$ cat config.mk
export PLATFORM = sky130hd
export DESIGN_NAME = pipe_hazard_ctrl
export DESIGN_NICKNAME = d
export VERILOG_FILES = /design/src/rtl/pipe_hazard_ctrl.sv
export SDC_FILE = /design/constraint.sdc
export NUM_CORES = 1
export LEC_CHECK = 0
export CAP_MARGIN = 40
export CORE_AREA = 2 2 86 68
export CTS_BUF_LIST = sky130_fd_sc_hd__clkbuf_4 sky130_fd_sc_hd__clkbuf_8
export DETAILED_ROUTE_END_ITERATION = 6
export DIE_AREA = 0 0 88 70
export PLACE_DENSITY_LB_ADDON = 0.05
export SYNTH_ARGS = -nofsm -noshare
export SYNTH_HDL_FRONTEND = slang
export SYNTH_SLANG_ARGS = --single-unit
export TNS_END_PERCENT = 20
$ cat constraint.sdc
create_clock -name clk -period 2.82 [get_ports clk]
set_clock_uncertainty 0.2 [all_clocks]
set_input_delay 0.423 -clock clk [delete_from_list [all_inputs] [get_ports clk]]
set_output_delay 0.423 -clock clk [all_outputs]
set_load 0.1 [all_outputs]
$ cat src/rtl/pipe_hazard_ctrl.sv
// Pipeline hazard controller: load-use stalls, taken-branch flushes and
// memory-wait holds with a timeout, plus a saturating stall-cycle counter.
module pipe_hazard_ctrl #(
    parameter int ARQ         = 16,
    parameter int LU_STALL    = 1,
    parameter int FLUSH_CYC   = 2,
    parameter int MEM_TIMEOUT = 15
) (
    input  logic           clk,
    input  logic           rst,
    input  logic [3:0]     id_src1_idx,
    input  logic [3:0]     id_src2_idx,
    input  logic           id_src1_used,
    input  logic           id_src2_used,
    input  logic [3:0]     exe_dest_idx,
    input  logic           exe_rd_mem_en,
    input  logic           exe_wb_en,
    input  logic           branch_taken,
    input  logic           mem_req,
    input  logic           mem_ready,
    output logic           pc_en,
    output logic           ifid_stop,
    output logic           ifid_flush,
    output logic           idexe_bubble,
    output logic           exemem_hold,
    output logic [1:0]     state,
    output logic [ARQ-1:0] stall_cycles,
    output logic           mem_timeout_err
);

    typedef enum logic [1:0] {
        RUN        = 2'd0,
        LOAD_STALL = 2'd1,
        FLUSH      = 2'd2,
        MEM_WAIT   = 2'd3
    } state_t;

    localparam logic [7:0] LU_C1 = 8'(LU_STALL - 1);
    localparam logic [7:0] FL_C  = 8'(FLUSH_CYC);
    localparam logic [7:0] FL_C1 = 8'(FLUSH_CYC - 1);
    localparam logic [7:0] MT_C1 = 8'(MEM_TIMEOUT - 1);

    state_t         state_r, state_n;
    logic [7:0]     cnt_r, cnt_n;
    logic           pend_r, pend_n;
    logic           err_r, err_set_s;
    logic [ARQ-1:0] stall_r;
    logic           mw_s, lu_s;
    logic           pc_s, stop_s, flush_s, bub_s, hold_s;

    assign mw_s = mem_req & ~mem_ready;
    assign lu_s = exe_rd_mem_en & exe_wb_en &
                  ((id_src1_used & (id_src1_idx == exe_dest_idx)) |
                   (id_src2_used & (id_src2_idx == exe_dest_idx)));

    // Next-state, counter and Mealy control outputs with MW > branch > LU priority
    always_comb begin
        state_n   = state_r;
        cnt_n     = cnt_r;
        pend_n    = pend_r;
        err_set_s = 1'b0;
        pc_s      = 1'b1;
        stop_s    = 1'b0;
        flush_s   = 1'b0;
        bub_s     = 1'b0;
        hold_s    = 1'b0;
        case (state_r)
            MEM_WAIT: begin
                // Completion and timeout share the same exit path
                if (mem_ready || (cnt_r <= 8'd1)) begin
                    pend_n = 1'b0;
                    if (pend_r || branch_taken) begin
                        state_n = FLUSH;
                        cnt_n   = FL_C;
                    end else begin
                        state_n = RUN;
                        cnt_n   = 8'd0;
                    end
                end else begin
                    cnt_n  = cnt_r - 8'd1;
                    pend_n = pend_r | branch_taken;
                end
                if (mem_ready) begin
                    err_set_s = 1'b0;
                end else begin
                    pc_s      = 1'b0;
                    stop_s    = 1'b1;
                    hold_s    = 1'b1;
                    err_set_s = (cnt_r <= 8'd1);
                end
            end
            default: begin
                if (mw_s) begin
                    pc_s    = 1'b0;
                    stop_s  = 1'b1;
                    hold_s  = 1'b1;
                    state_n = MEM_WAIT;
                    cnt_n   = MT_C1;
                    pend_n  = branch_taken;
                end else if (branch_taken) begin
                    flush_s = 1'b1;
                    bub_s   = (state_r != FLUSH);
                    if (FLUSH_CYC > 1) begin
                        state_n = FLUSH;
                        cnt_n   = FL_C1;
                    end else begin
                        state_n = RUN;
                        cnt_n   = 8'd0;
                    end
                end else if (state_r == FLUSH) begin
                    flush_s = 1'b1;
                    if (cnt_r <= 8'd1) begin
                        state_n = RUN;
                        cnt_n   = 8'd0;
                    end else begin
                        cnt_n = cnt_r - 8'd1;
                    end
                end else if (state_r == LOAD_STALL) begin
                    pc_s   = 1'b0;
                    stop_s = 1'b1;
                    bub_s  = 1'b1;
                    if (cnt_r <= 8'd1) begin
                        state_n = RUN;
                        cnt_n   = 8'd0;
                    end else begin
                        cnt_n = cnt_r - 8'd1;
                    end
                end else if (lu_s) begin
                    pc_s   = 1'b0;
                    stop_s = 1'b1;
                    bub_s  = 1'b1;
                    if (LU_STALL > 1) begin
                        state_n = LOAD_STALL;
                        cnt_n   = LU_C1;
                    end else begin
                        state_n = RUN;
                        cnt_n   = 8'd0;
                    end
                end else begin
                    state_n = RUN;
                end
            end
        endcase
    end

    // State, counters and sticky timeout flag
    always_ff @(posedge clk or posedge rst) begin
        if (rst) begin
            state_r <= RUN;
            cnt_r   <= 8'd0;
            pend_r  <= 1'b0;
            err_r   <= 1'b0;
            stall_r <= '0;
        end else begin
            state_r <= state_n;
            cnt_r   <= cnt_n;
            pend_r  <= pend_n;
            if (err_set_s) begin
                err_r <= 1'b1;
            end
            if (!pc_s && (stall_r != {ARQ{1'b1}})) begin
                stall_r <= stall_r + ARQ'(1);
            end
        end
    end

    // Reset forces a quiet, running pipeline without waiting for a clock edge
    assign pc_en           = pc_s | rst;
    assign ifid_stop       = stop_s & ~rst;
    assign ifid_flush      = flush_s & ~rst;
    assign idexe_bubble    = bub_s & ~rst;
    assign exemem_hold     = hold_s & ~rst;
    assign state           = state_r;
    assign stall_cycles    = stall_r;
    assign mem_timeout_err = err_r;

endmodule
==> results of run 1 <==
==> Yosys cell counts (3+ instances only) <==
master	count
xor2_1	16
nand3_1	9
dfrtp_1	28
nand2_1	18
nor4_1	3
nand2b_1	3
xnor2_1	7
o21ai_0	8
nand4_1	3
a21o_1	3
a21oi_1	10
clkbuf_1	3
a31oi_1	4
inv_1	5
nor2_1	19
nor3_1	7
ha_1	3
o22ai_1	3
==> layout make-up <==
cell class	instances	area (sq um)
well taps	78	97.6
clock inverters	1	30.0
inverters	5	18.8
repair buffers	61	598
multi-input cells	158	1140
flip-flops and latches	28	706
clock buffers	3	41.3
fillers	539	2810
==> routing by layer <==
| layer | vias to the layer above | GRT usage [%] |
|---|---|---|
| li1 | 827 | - |
| met1 | 804 | 25.2 |
| met2 | 47 | 24.4 |
| met3 | 2 | 5.44 |
| met4 | 0 | 2.05 |
| met5 | - | 0 |
==> cell families after synthesis <==
family                   count (synthesis)  synth area share [%]
adder cells (fa/ha/maj)                  3                  2.08
multiplexers                             2                  1.18
AO/OA/AOI/OAI                           41                  15.0
buffers and inverters                   11                  2.64
XOR/XNOR                                24                  12.1
flip-flops                              28                  38.9
AND/OR/NAND/NOR                         88                  28.1
==> where the power goes <==
part | internal, mW | switching, mW | total [mW]
combinational | 0.453 | 0.966 | 1.42
sequential | 0.524 | 0.165 | 0.688
clock | 0.190 | 0.141 | 0.332
==> what timing repair did <==
| item | 4_1_cts | 5_1_grt |
|---|---|---|
| setup endpoints to repair | 2 | 3 |
| hold buffers | 0 | 0 |
| buffers inserted | 0 | 1 |
| gates resized for setup | 2 | 17 |
| pin swaps | 0 | 7 |
==> path summary, 6_finish.rpt <==
| check | end |
|---|---|
| max | idexe_bubble |
| min | mem_timeout_err$_DFFE_PP0P_ |
| max reg2reg | stall_cycles[1]$_DFFE_PP0P_ |
| min reg2reg | mem_timeout_err$_DFFE_PP0P_ |
| max in group asynchronous | state[0]$_DFFE_PP0P_ |
| min in group asynchronous | stall_cycles[1]$_DFFE_PP0P_ |
==> metrics by stage <==
step	std cells	total power [mW]	area (sq um)
6_report	334	2.44	2630
5_1_grt	334	2.61	2630
3_3_place_gp	329	2.11	2470
3_5_place_dp	329	2.11	2470
2_1_floorplan	197	1.72	1840
4_1_cts	333	2.45	2550
==> worst register-to-register path, stage by stage, from the launching register on <==
cell and delay [ns]:
dfrtp_4 0.59, and2_1 0.28, o21bai_2 0.30, nor4b_2 0.35
buf_4 0.18, nand2b_1 0.18, mux2_2 0.35
==> state kept, by name, indices dropped and copies added, names as in the netlist <==
register / cells
cnt_r: 8
mem_timeout_err: 1
stall_cycles: 16
state: 2
pend_r: 1
==> layout by cell type, fill, tap and decap left out, types with 2 or more instances in the layout <==
| cell | n |
|---|---|
| a21o_1 | 3 |
| a21oi_1 | 10 |
| a22oi_1 | 2 |
| a31oi_1 | 4 |
| and2_1 | 2 |
| and3_1 | 2 |
| and4_1 | 2 |
| buf_12 | 5 |
| buf_4 | 36 |
| clkbuf_8 | 3 |
| clkdlybuf4s50_1 | 9 |
| dfrtp_1 | 26 |
| dlymetal6s2s_1 | 11 |
| ha_1 | 3 |
| inv_1 | 5 |
| nand2_1 | 18 |
| nand2b_1 | 3 |
| nand3_1 | 9 |
| nand3b_1 | 2 |
| nand4_1 | 3 |
| nor2_1 | 18 |
| nor2_2 | 2 |
| nor2b_1 | 2 |
| nor3_1 | 6 |
| nor4_1 | 2 |
| nor4_4 | 3 |
| o21ai_0 | 7 |
| o22ai_1 | 3 |
| or2_1 | 2 |
| or3_1 | 2 |
| xnor2_1 | 7 |
| xor2_1 | 13 |
| xor2_2 | 3 |
==> run summary, run 1 <==
The worst setup path is launched from a primary input. The worst hold path begins at mem_timeout_err$_DFFE_PP0P_. The row count is 24.

The first global-routing pass estimated 8140 um of wire. The final global-route overflow total is 0. Setup repair after global routing left no endpoint under its margin. The largest individual stage delay along the critical path comes from the cell clkdlybuf4s50_1. The area of the core region came out at 5440 sq um. CTS placed an instance of clkbuf_8 at the clock tree root. The final hold violation count came out at 0. Yosys attributes the largest share of cell area to dfrtp_1 (39%), xor2_1 (7.8%), nor2_1 (4.0%). The highest achievable clock rate is 368 MHz. The delay contributed by the slowest stage of the critical path came out at 0.46 ns. The routed length on met2 came out at 1940 um. In this run the worst setup path begins at id_src2_used. After the last flow step, the layout net total stands at roughly 280. Dividing total power by cell area gives a power density of 928 nW/um^2. After synthesis, the share of flip-flops with an asynchronous set or reset is 100%. The antenna diode count is 0. The required arrival time at the worst endpoint came out at 2.20 ns. The fraction of layout instances using a drive strength above 1 is 26.6%. The width of the die came out at about 88 um. The height of the die came out at 70 um. After synthesis, the netlist uses 52 different library cells. The maximum buffer depth of the clock tree came out at 2. The number of enable-type register cells in the synthesized netlist came out at 0.

The number of buffers inserted by port buffering is 44. The setup slack on the worst flop-to-flop path is 0.30 ns. The share of synthesized area occupied by flip-flops and latches is 38.9%. The minimum period implied by the final worst setup slack is 2.72 ns. The number of buffer and inverter instances along the worst setup path is 2. The final hold slack is 0.286 ns.

The number of global-route vias before repair came out at about 1600. After detailed routing, the average wire length per cell comes to 14.2 um. After synthesis the cells add up to 1800 sq um. The total of max-cap violations is 0. Along the worst path, the maximum fanout reaches 3. The sum of routed wire length over all layers came out at between 4000 and 5000 um.

The register bit total from synthesis is 28. The number of vias per cell came out at about 5.0. The relative max-transition margin is a little over two thirds.

The number of detailed-route iterations in the first pass is 4. The residual antenna-violating net count after detailed routing is 0. The startpoint of the most critical register-to-register path is state[0]$_DFFE_PP0P_.

The max-slew violation total from the final report is 0. The routed metal-1 wirelength came out at 2430 um. For this run, design rule violations remaining after detail routing come to 0. The full die area is 6160 sq um.

Clock latency on the worst-skew pair, taken at its later pin, is 0.28 ns. The static leakage came out at 1.24 nW. The run finished with clean final reports. The sum of net half-perimeters after detailed placement is 3680 um. Detailed routing placed a total of between 300 and 400 um of wire on met3. The ratio of final minimum period to clock period is 96.5%. The critical path runs through a total of 6 cells. The largest vdd supply drop is roughly 0.68 mV. The pin count of the biggest net entering global routing came out at 28. Traced cell by cell, the critical path runs through clkdlybuf4s50_1, nand4_1, nor4_4, nor3_4, a2111oi_4, buf_12. The net count after synthesis came out at 221. The number of buffers added by the clock tree synthesis step is 3.

The final sum of negative setup slack is 0 ns. The Yosys step of the flow raised 0 warnings. At the placement stage, the worst setup path has a slack of -0.155 ns.

The worst endpoint data arrival time came out at 2.10 ns. The congestion estimate from routability-driven global placement came to 0.793. In this design, the largest share of critical-path delay is due to buffers and inverters. The setup path with the least slack is of type primary input to output pin. Summed over its instances, the top area cell type makes up 38.9% of the synthesized netlist area. The minimum setup slack in the final design came out at 0.0991 ns. The number of H-tree levels is 1.

TritonCTS built the clock tree. The initial antenna violation count is 0. The most common flop cell mapped by yosys is dfrtp_1.

The clock transition at the registers of the reported paths is roughly 0.1 ns. The transition at the pin with the smallest max-transition slack is ~0.44 ns. For the worst flop-to-flop path, the logic depth is 6. The all-layer global routing usage came out at between 15 and 20%.

The dominant cell type by area after synthesis is dfrtp_1. After detailed routing, no signal wire sits above met4. The final setup violation count came out at 0. The detailed router's first-iteration violation count is 59. The worst setup path is captured at an output pin. Across all layers, the routed design uses 1680 vias. The effective utilization at floorplan is 33.1%. The mean instance size in the synthesized netlist came out at between 9 and 10 sq um. The final core area utilization came out at 48.3%.

The number of cells on the worst hold path is 1. The synthesized netlist cell count is between 150 and 200. CTS saw 28 sinks. The I/O pin total came out at 45. The synthesis-to-finish area growth came out at 45.8%. The class of the tightest hold or removal check is flip-flop to flip-flop.
Note: power is estimated with default switching activity, not from simulation.
==> run 2, diff against run 1 <==
SLEW_MARGIN = 40   (was not set)
==> results of run 2 <==
Final layout, timing and power as in run 1 (identical DEF).
